`src/rtl/genius_pkg.sv`:
```
// Shared definitions for the game controller, datapath and playback sequencer:
// playback state encoding, sequence depth and LED pattern width.
package genius_pkg;

    localparam int MAX_LEN = 16;
    localparam int LED_W   = 4;

    typedef enum logic [2:0] {
        ST_IDLE  = 3'd0,
        ST_FETCH = 3'd1,
        ST_LOAD  = 3'd2,
        ST_ON    = 3'd3,
        ST_OFF   = 3'd4,
        ST_FIN   = 3'd5
    } play_state_t;

endpackage

```
`src/rtl/genius_playback_ctrl_if.sv`:
```
// Sequence memory read port between the playback sequencer (master) and the
// datapath sequence RAM (slave). Read data is valid the cycle after mem_rd.
interface genius_playback_ctrl_if #(
    parameter int AW = 4
);
    logic                          mem_rd;
    logic [AW-1:0]                 mem_addr;
    logic [genius_pkg::LED_W-1:0]  mem_data;

    modport master (output mem_rd, output mem_addr, input mem_data);
    modport slave  (input mem_rd, input mem_addr, output mem_data);
endinterface

```
`src/rtl/genius_down_timer.sv`:
```
// Loadable down-counter; tc flags the last cycle of a loaded interval (count == 1).
// Load wins over enable, and the count stops at zero instead of wrapping.
module genius_down_timer #(
    parameter int W = 8
) (
    input  logic         clk,
    input  logic         rst,
    input  logic         load,
    input  logic [W-1:0] load_val,
    input  logic         en,
    output logic         tc
);
    logic [W-1:0] count;

    always_ff @(posedge clk) begin
        if (rst) begin
            count <= '0;
        end else if (load) begin
            count <= load_val;
        end else if (en && count != '0) begin
            count <= count - W'(1);
        end
    end

    assign tc = (count == W'(1));
endmodule

```
`src/rtl/genius_playback_ctrl.sv`:
```
// Plays the stored colour sequence on the game LEDs, then pulses done (end_FPGA).
// Optional GENIUS_PLAYBACK_SPEEDUP_EN shortens the on-time for long sequences.
//
// state | meaning
// IDLE  | waiting for start
// FETCH | read strobe for element at index
// LOAD  | capture read data into leds, load on-time
// ON    | element lit
// OFF   | blank gap after element
// FIN   | one-cycle done pulse
module genius_playback_ctrl #(
    parameter int ON_TICKS  = 25000000,
    parameter int OFF_TICKS = 12500000,
    parameter int MAX_LEN   = genius_pkg::MAX_LEN,
    parameter int AW        = 4
) (
    input  logic                          CLOCK,
    input  logic                          reset,
    input  logic                          start,
    input  logic [4:0]                    len,
    genius_playback_ctrl_if.master        mem,
    output logic [genius_pkg::LED_W-1:0]  leds,
    output logic                          busy,
    output logic                          done
);
    import genius_pkg::*;

    localparam int TICK_MAX = (ON_TICKS > OFF_TICKS) ? ON_TICKS : OFF_TICKS;
    localparam int TW       = $clog2(TICK_MAX + 1);

    play_state_t   state, state_next;
    logic [AW-1:0] index;
    logic [4:0]    eff_len, len_sat;
    logic [TW-1:0] on_time, tmr_val;
    logic          tmr_load, tmr_tc;

    assign len_sat = (len > 5'(MAX_LEN)) ? 5'(MAX_LEN) : len;

`ifdef GENIUS_PLAYBACK_SPEEDUP_EN
    // eff_len[4:3] selects full / half / quarter on-time; never below one cycle
    logic [TW-1:0] on_shift;
    assign on_shift = TW'(ON_TICKS) >> eff_len[4:3];
    assign on_time  = (on_shift == '0) ? TW'(1) : on_shift;
`else
    assign on_time = TW'(ON_TICKS);
`endif

    genius_down_timer #(.W(TW)) u_timer (
        .clk      (CLOCK),
        .rst      (reset),
        .load     (tmr_load),
        .load_val (tmr_val),
        .en       (1'b1),
        .tc       (tmr_tc)
    );

    always_ff @(posedge CLOCK) begin
        if (reset) begin
            state <= ST_IDLE;
        end else begin
            state <= state_next;
        end
    end

    always_comb begin
        state_next = state;
        tmr_load   = 1'b0;
        tmr_val    = on_time;
        case (state)
            ST_IDLE: begin
                if (start) begin
                    state_next = (len_sat == 5'd0) ? ST_FIN : ST_FETCH;
                end
            end
            ST_FETCH: state_next = ST_LOAD;
            ST_LOAD: begin
                tmr_load   = 1'b1;
                state_next = ST_ON;
            end
            ST_ON: begin
                if (tmr_tc) begin
                    tmr_load   = 1'b1;
                    tmr_val    = TW'(OFF_TICKS);
                    state_next = ST_OFF;
                end
            end
            ST_OFF: begin
                if (tmr_tc) begin
                    state_next = (5'(index) == eff_len - 5'd1) ? ST_FIN : ST_FETCH;
                end
            end
            ST_FIN:  state_next = ST_IDLE;
            default: state_next = ST_IDLE;
        endcase
    end

    always_ff @(posedge CLOCK) begin
        if (reset) begin
            index   <= '0;
            eff_len <= '0;
            leds    <= '0;
        end else begin
            if (state == ST_IDLE && start) begin
                index   <= '0;
                eff_len <= len_sat;
            end
            if (state == ST_LOAD) begin
                leds <= mem.mem_data;
            end
            if (state == ST_ON && tmr_tc) begin
                leds <= '0;
            end
            if (state == ST_OFF && state_next == ST_FETCH) begin
                index <= index + AW'(1);
            end
        end
    end

    // index only moves on edges entering FETCH, so the address holds between reads
    assign mem.mem_rd   = (state == ST_FETCH);
    assign mem.mem_addr = index;
    assign busy         = (state != ST_IDLE);
    assign done         = (state == ST_FIN);
endmodule

```
`src/flat_wrapper.sv`:
```
// flat-port wrapper written by rule: the top's interface ports become plain ports
module genius_playback_ctrl_flat import genius_pkg::*;
#(
    parameter int ON_TICKS  = 25000000,
    parameter int OFF_TICKS = 12500000,
    parameter int MAX_LEN   = genius_pkg::MAX_LEN,
    parameter int AW        = 4
)
  (CLOCK, reset, start, len, leds, busy, done, mem_mem_rd, mem_mem_addr, mem_mem_data);
  genius_playback_ctrl_if #(.AW(AW)) mem_i ();
  input  logic CLOCK;
  input  logic reset;
  input  logic start;
  input  logic [4:0] len;
  output logic [genius_pkg::LED_W-1:0] leds;
  output logic busy;
  output logic done;
  output wire logic [$bits(mem_i.mem_rd)-1:0] mem_mem_rd;
  output wire logic [$bits(mem_i.mem_addr)-1:0] mem_mem_addr;
  input wire logic [$bits(mem_i.mem_data)-1:0] mem_mem_data;
  assign mem_mem_rd = mem_i.mem_rd;
  assign mem_mem_addr = mem_i.mem_addr;
  assign mem_i.mem_data = mem_mem_data;
  genius_playback_ctrl #(.ON_TICKS(ON_TICKS), .OFF_TICKS(OFF_TICKS), .MAX_LEN(MAX_LEN), .AW(AW)) u_core (.CLOCK(CLOCK), .reset(reset), .start(start), .len(len), .mem(mem_i), .leds(leds), .busy(busy), .done(done));
endmodule
```
`config.mk`:
```
export PLATFORM = sky130hd
export DESIGN_NAME = genius_playback_ctrl_flat
export DESIGN_NICKNAME = d
export VERILOG_FILES = /design/src/rtl/genius_pkg.sv /design/src/rtl/genius_playback_ctrl_if.sv /design/src/rtl/genius_down_timer.sv /design/src/rtl/genius_playback_ctrl.sv /design/src/flat_wrapper.sv
export SDC_FILE = /design/constraint.sdc
export NUM_CORES = 1
export LEC_CHECK = 0
export CAP_MARGIN = 25
export CORE_ASPECT_RATIO = 1.1
export CORE_MARGIN = 5
export CORE_UTILIZATION = 40
export CTS_CLUSTER_DIAMETER = 50
export DETAILED_ROUTE_END_ITERATION = 8
export HOLD_SLACK_MARGIN = 0.1
export PLACE_DENSITY_LB_ADDON = 0.2
export SYNTH_ARGS = -nofsm -noshare
export SYNTH_HDL_FRONTEND = slang
export SYNTH_SLANG_ARGS = --single-unit
export TNS_END_PERCENT = 5
```
`constraint.sdc`:
```
create_clock -name CLOCK -period 2.4 [get_ports CLOCK]
set_input_delay 0.24 -clock CLOCK [delete_from_list [all_inputs] [get_ports CLOCK]]
set_output_delay 0.24 -clock CLOCK [all_outputs]
set_load 0.02 [all_outputs]
```
==> metrics.cfg <==
[sta]
rsz0062_at_grt=false
setup_tns_ps=0
tightest_slew_ps=641
post-route-period-util_pct=86.6
final-hold-violation-count=0
max_freq_mhz=481
final_max_slew_viol_count=0
fin_crit_ps=2080
setup_viol=0
relSlewSlack_pct=57.2
clock_skew_ps=13.2

[power]
leakagePower_nw=1.02
share_seq_of_total_power_pct=32.8
p_int_mw=1.98
power_frac_comb_pct=46.9
peakVddDrop_uv=432
p_sw_mw=1.28
p_clk_share_pct=20.2
power-per-cell-area_nw_per_um2=1160
total_power_mw=3.26
switching_share_pct=39.2

[clock_network]
clk_latency_ps=300
htree_num_levels=2
cts_tree=yes
post-cts-setup-buffers=0
clockBufferDepth=2
numCtsBuffers=5
cts_sinks=41
clock-root-buffer=clkbuf_8
hold_buffers=0
cts.clk_slew.worst_paths_ps=80
ctsResizeCount=0

[global_routing]
grt_usage_pct=17.0
grt-ovfl-total=0
grt_first_pass_wirelength_um=9580
grt_max_degree=20
grt_pass1_vias=2085
antenna_found_initial=0

[job]
drv_cap=0

[yosys]
yosysTopAreaCell=dfxtp_1
synthTopCellsByArea=dfxtp_1, xnor2_1, xor2_1, nor2_1, a21oi_1
synth_cell_type_count=52
yosys.area_share.xor_xnor_pct=9.50
synthTopCellsByCount=dfxtp_1, nor2_1, nand2_1
ys_seq_area_share_pct=35.6
synthMuxAreaShare_pct=0.434
synthCells=274
syn_nets=291
synth_top_family_by_area=simple AND/OR/NAND/NOR gates
synth_seq_cells=41
netlist_area_um2=2300
synth_most_common_cell=dfxtp_1
synth_compound_area_share_pct=17.1
synthAdderAreaFrac_pct=2.71
ys_warn_count=0
synth_top_area_share_pct=35.6
synth_area_per_cell_um2=8.41
synthSimpleGateAreaFrac_pct=30.2
synth-main-ff-cell=dfxtp_1
synthArstFlopShare_pct=0
synth_edf_count=0

[floorplan]
initial_utilization_pct=40.5
die_w_um=82.4
rows=29
core_area_um2=5700
ios=23
die-area_um2=7380
die_h_um=89.6

[worst_setup_path]
crit_type=reg -> reg
slowest_stage=or4_1
startpoint_type=register
critical_path_buf_inv_count=0
cp_top_family=simple AND/OR/NAND/NOR gates
crit_arrival_ps=2320
required_ps=2640
path_max_fanout=13
slowest_delay_ps=640
end_kind=register
path_cells=or4_1 > or3_4 > nor4b_2 > o211ai_1 > nand3_1

[route]
wl_um=5720
drc=0
wl_per_cell_um=14.9
dr_total_vias=2157
drt_iter0_drc=94
dr.pass1.iters=4
antenna_left=0
drt-vias-per-instance=5.63

[place]
portBuffers=22
gp_congestion=0.834
hpwl_um=4210

[run_status]
status=complete, no violations

[finish]
nets=322
area_growth_pct=22.0
drive_gt1_share_pct=11.1
antenna_cells=0
nFillCells=549

[worst_hold_path]
hold_class=reg -> reg

logic make-up (layout without fill, tap and decap cells):
| group | count (synthesis) | in the layout |
|---|---|---|
| buffers and inverters | 24 | 56 |
| and+or+nand+nor | 120 | 120 |
| muxes | 1 | 1 |
| xor gates and xnor gates | 25 | 25 |
| AOI/OAI and AO/OA | 58 | 58 |
| DFF | 41 | 41 |
| adders and majority gates | 5 | 5 |
worst register-to-register path: stages (launching register included):
cell      delay (ps)
dfxtp_1          350
or4_1            640
or3_4            500
nor4b_2          310
o211ai_1         140
nand3_1           90
path summary, 6_finish.rpt:
| check | startpoint | to | slack [ps] | cells past startpoint |
|---|---|---|---|---|
| hold reg to reg | u_core.leds[1] | u_core.leds[1] | 460 | 2 |
| setup / recovery | u_core.u_timer.count[20] | u_core.u_timer.count[14] | 320 | 5 |
| setup reg to reg | u_core.u_timer.count[20] | u_core.u_timer.count[14] | 320 | 5 |
| hold / removal | u_core.leds[1] | u_core.leds[1] | 460 | 2 |
layer usage:
metal	vias up	track usage [%]	wire [um]
met2	48	30.2	2900
met5	-	0	0
met3	6	3.49	267
met4	0	6.34	78
li1	1074	-	-
met1	1029	19.9	2480
cell type report:
type,count,area [um^2],area share [%]
repair buffers,38,340,12.1
well taps,77,96.3,3.43
multi-input cells,209,1380,49.2
clock inverters,3,65.1,2.31
inverters,10,37.5,1.34
clock buffers,5,68.8,2.45
flip-flops and latches,41,821,29.2
flip-flops by register name, indices dropped and copies added, names as in the netlist:
register              cells
u_core.eff_len            5
u_core.leds               4
u_core.mem.mem_addr       4
u_core.state              3
u_core.u_timer.count     25
metrics by stage:
step | utilization [%] | instances | cell area (um^2) | setup WS (ps) | hold slack, ps
2_1_floorplan | - | 274 | 2300 | 379 | 375
3_3_place_gp | 47.0 | 375 | 2680 | 373 | 444
3_5_place_dp | 47.0 | 375 | 2680 | 328 | 451
4_1_cts | 49.4 | 383 | 2810 | 326 | 465
5_1_grt | 49.4 | 383 | 2810 | 134 | 491
6_report | 49.4 | 383 | 2810 | 321 | 463
placed cells by master, fill, tap and decap left out, drive strengths merged, types with 2 or more instances in the layout:
master and count:
inv 10, o211ai 10, xor2 12, clkbuf 5
and4 2, nor3b 7, nand3 9, ha 5
or4 8, nor4 10, nand2b 3, clkdlybuf4s50 22
a21oi 17, nor3 14, nor4b 3, dfxtp 41
buf 16, or2 2, o2111ai 5, o21ai 9
or3 7, nor2 23, a31oi 2, bufinv 2
nand4 5, nand2 20, xnor2 13, a211oi 4
o31ai 2
power groups by stage:
| stage | clock network [mW] | logic (mW) | registers (mW) |
|---|---|---|---|
| 3_3_place_gp | 0 | 1.51 | 1.08 |
| 2_1_floorplan | 0 | 1.11 | 1.03 |
| 4_1_cts | 0.675 | 1.53 | 1.07 |
| 6_report | 0.660 | 1.53 | 1.07 |
| 5_1_grt | 0.706 | 1.70 | 1.10 |
| 3_5_place_dp | 0 | 1.52 | 1.08 |
Note: power is estimated with default switching activity, not from simulation.
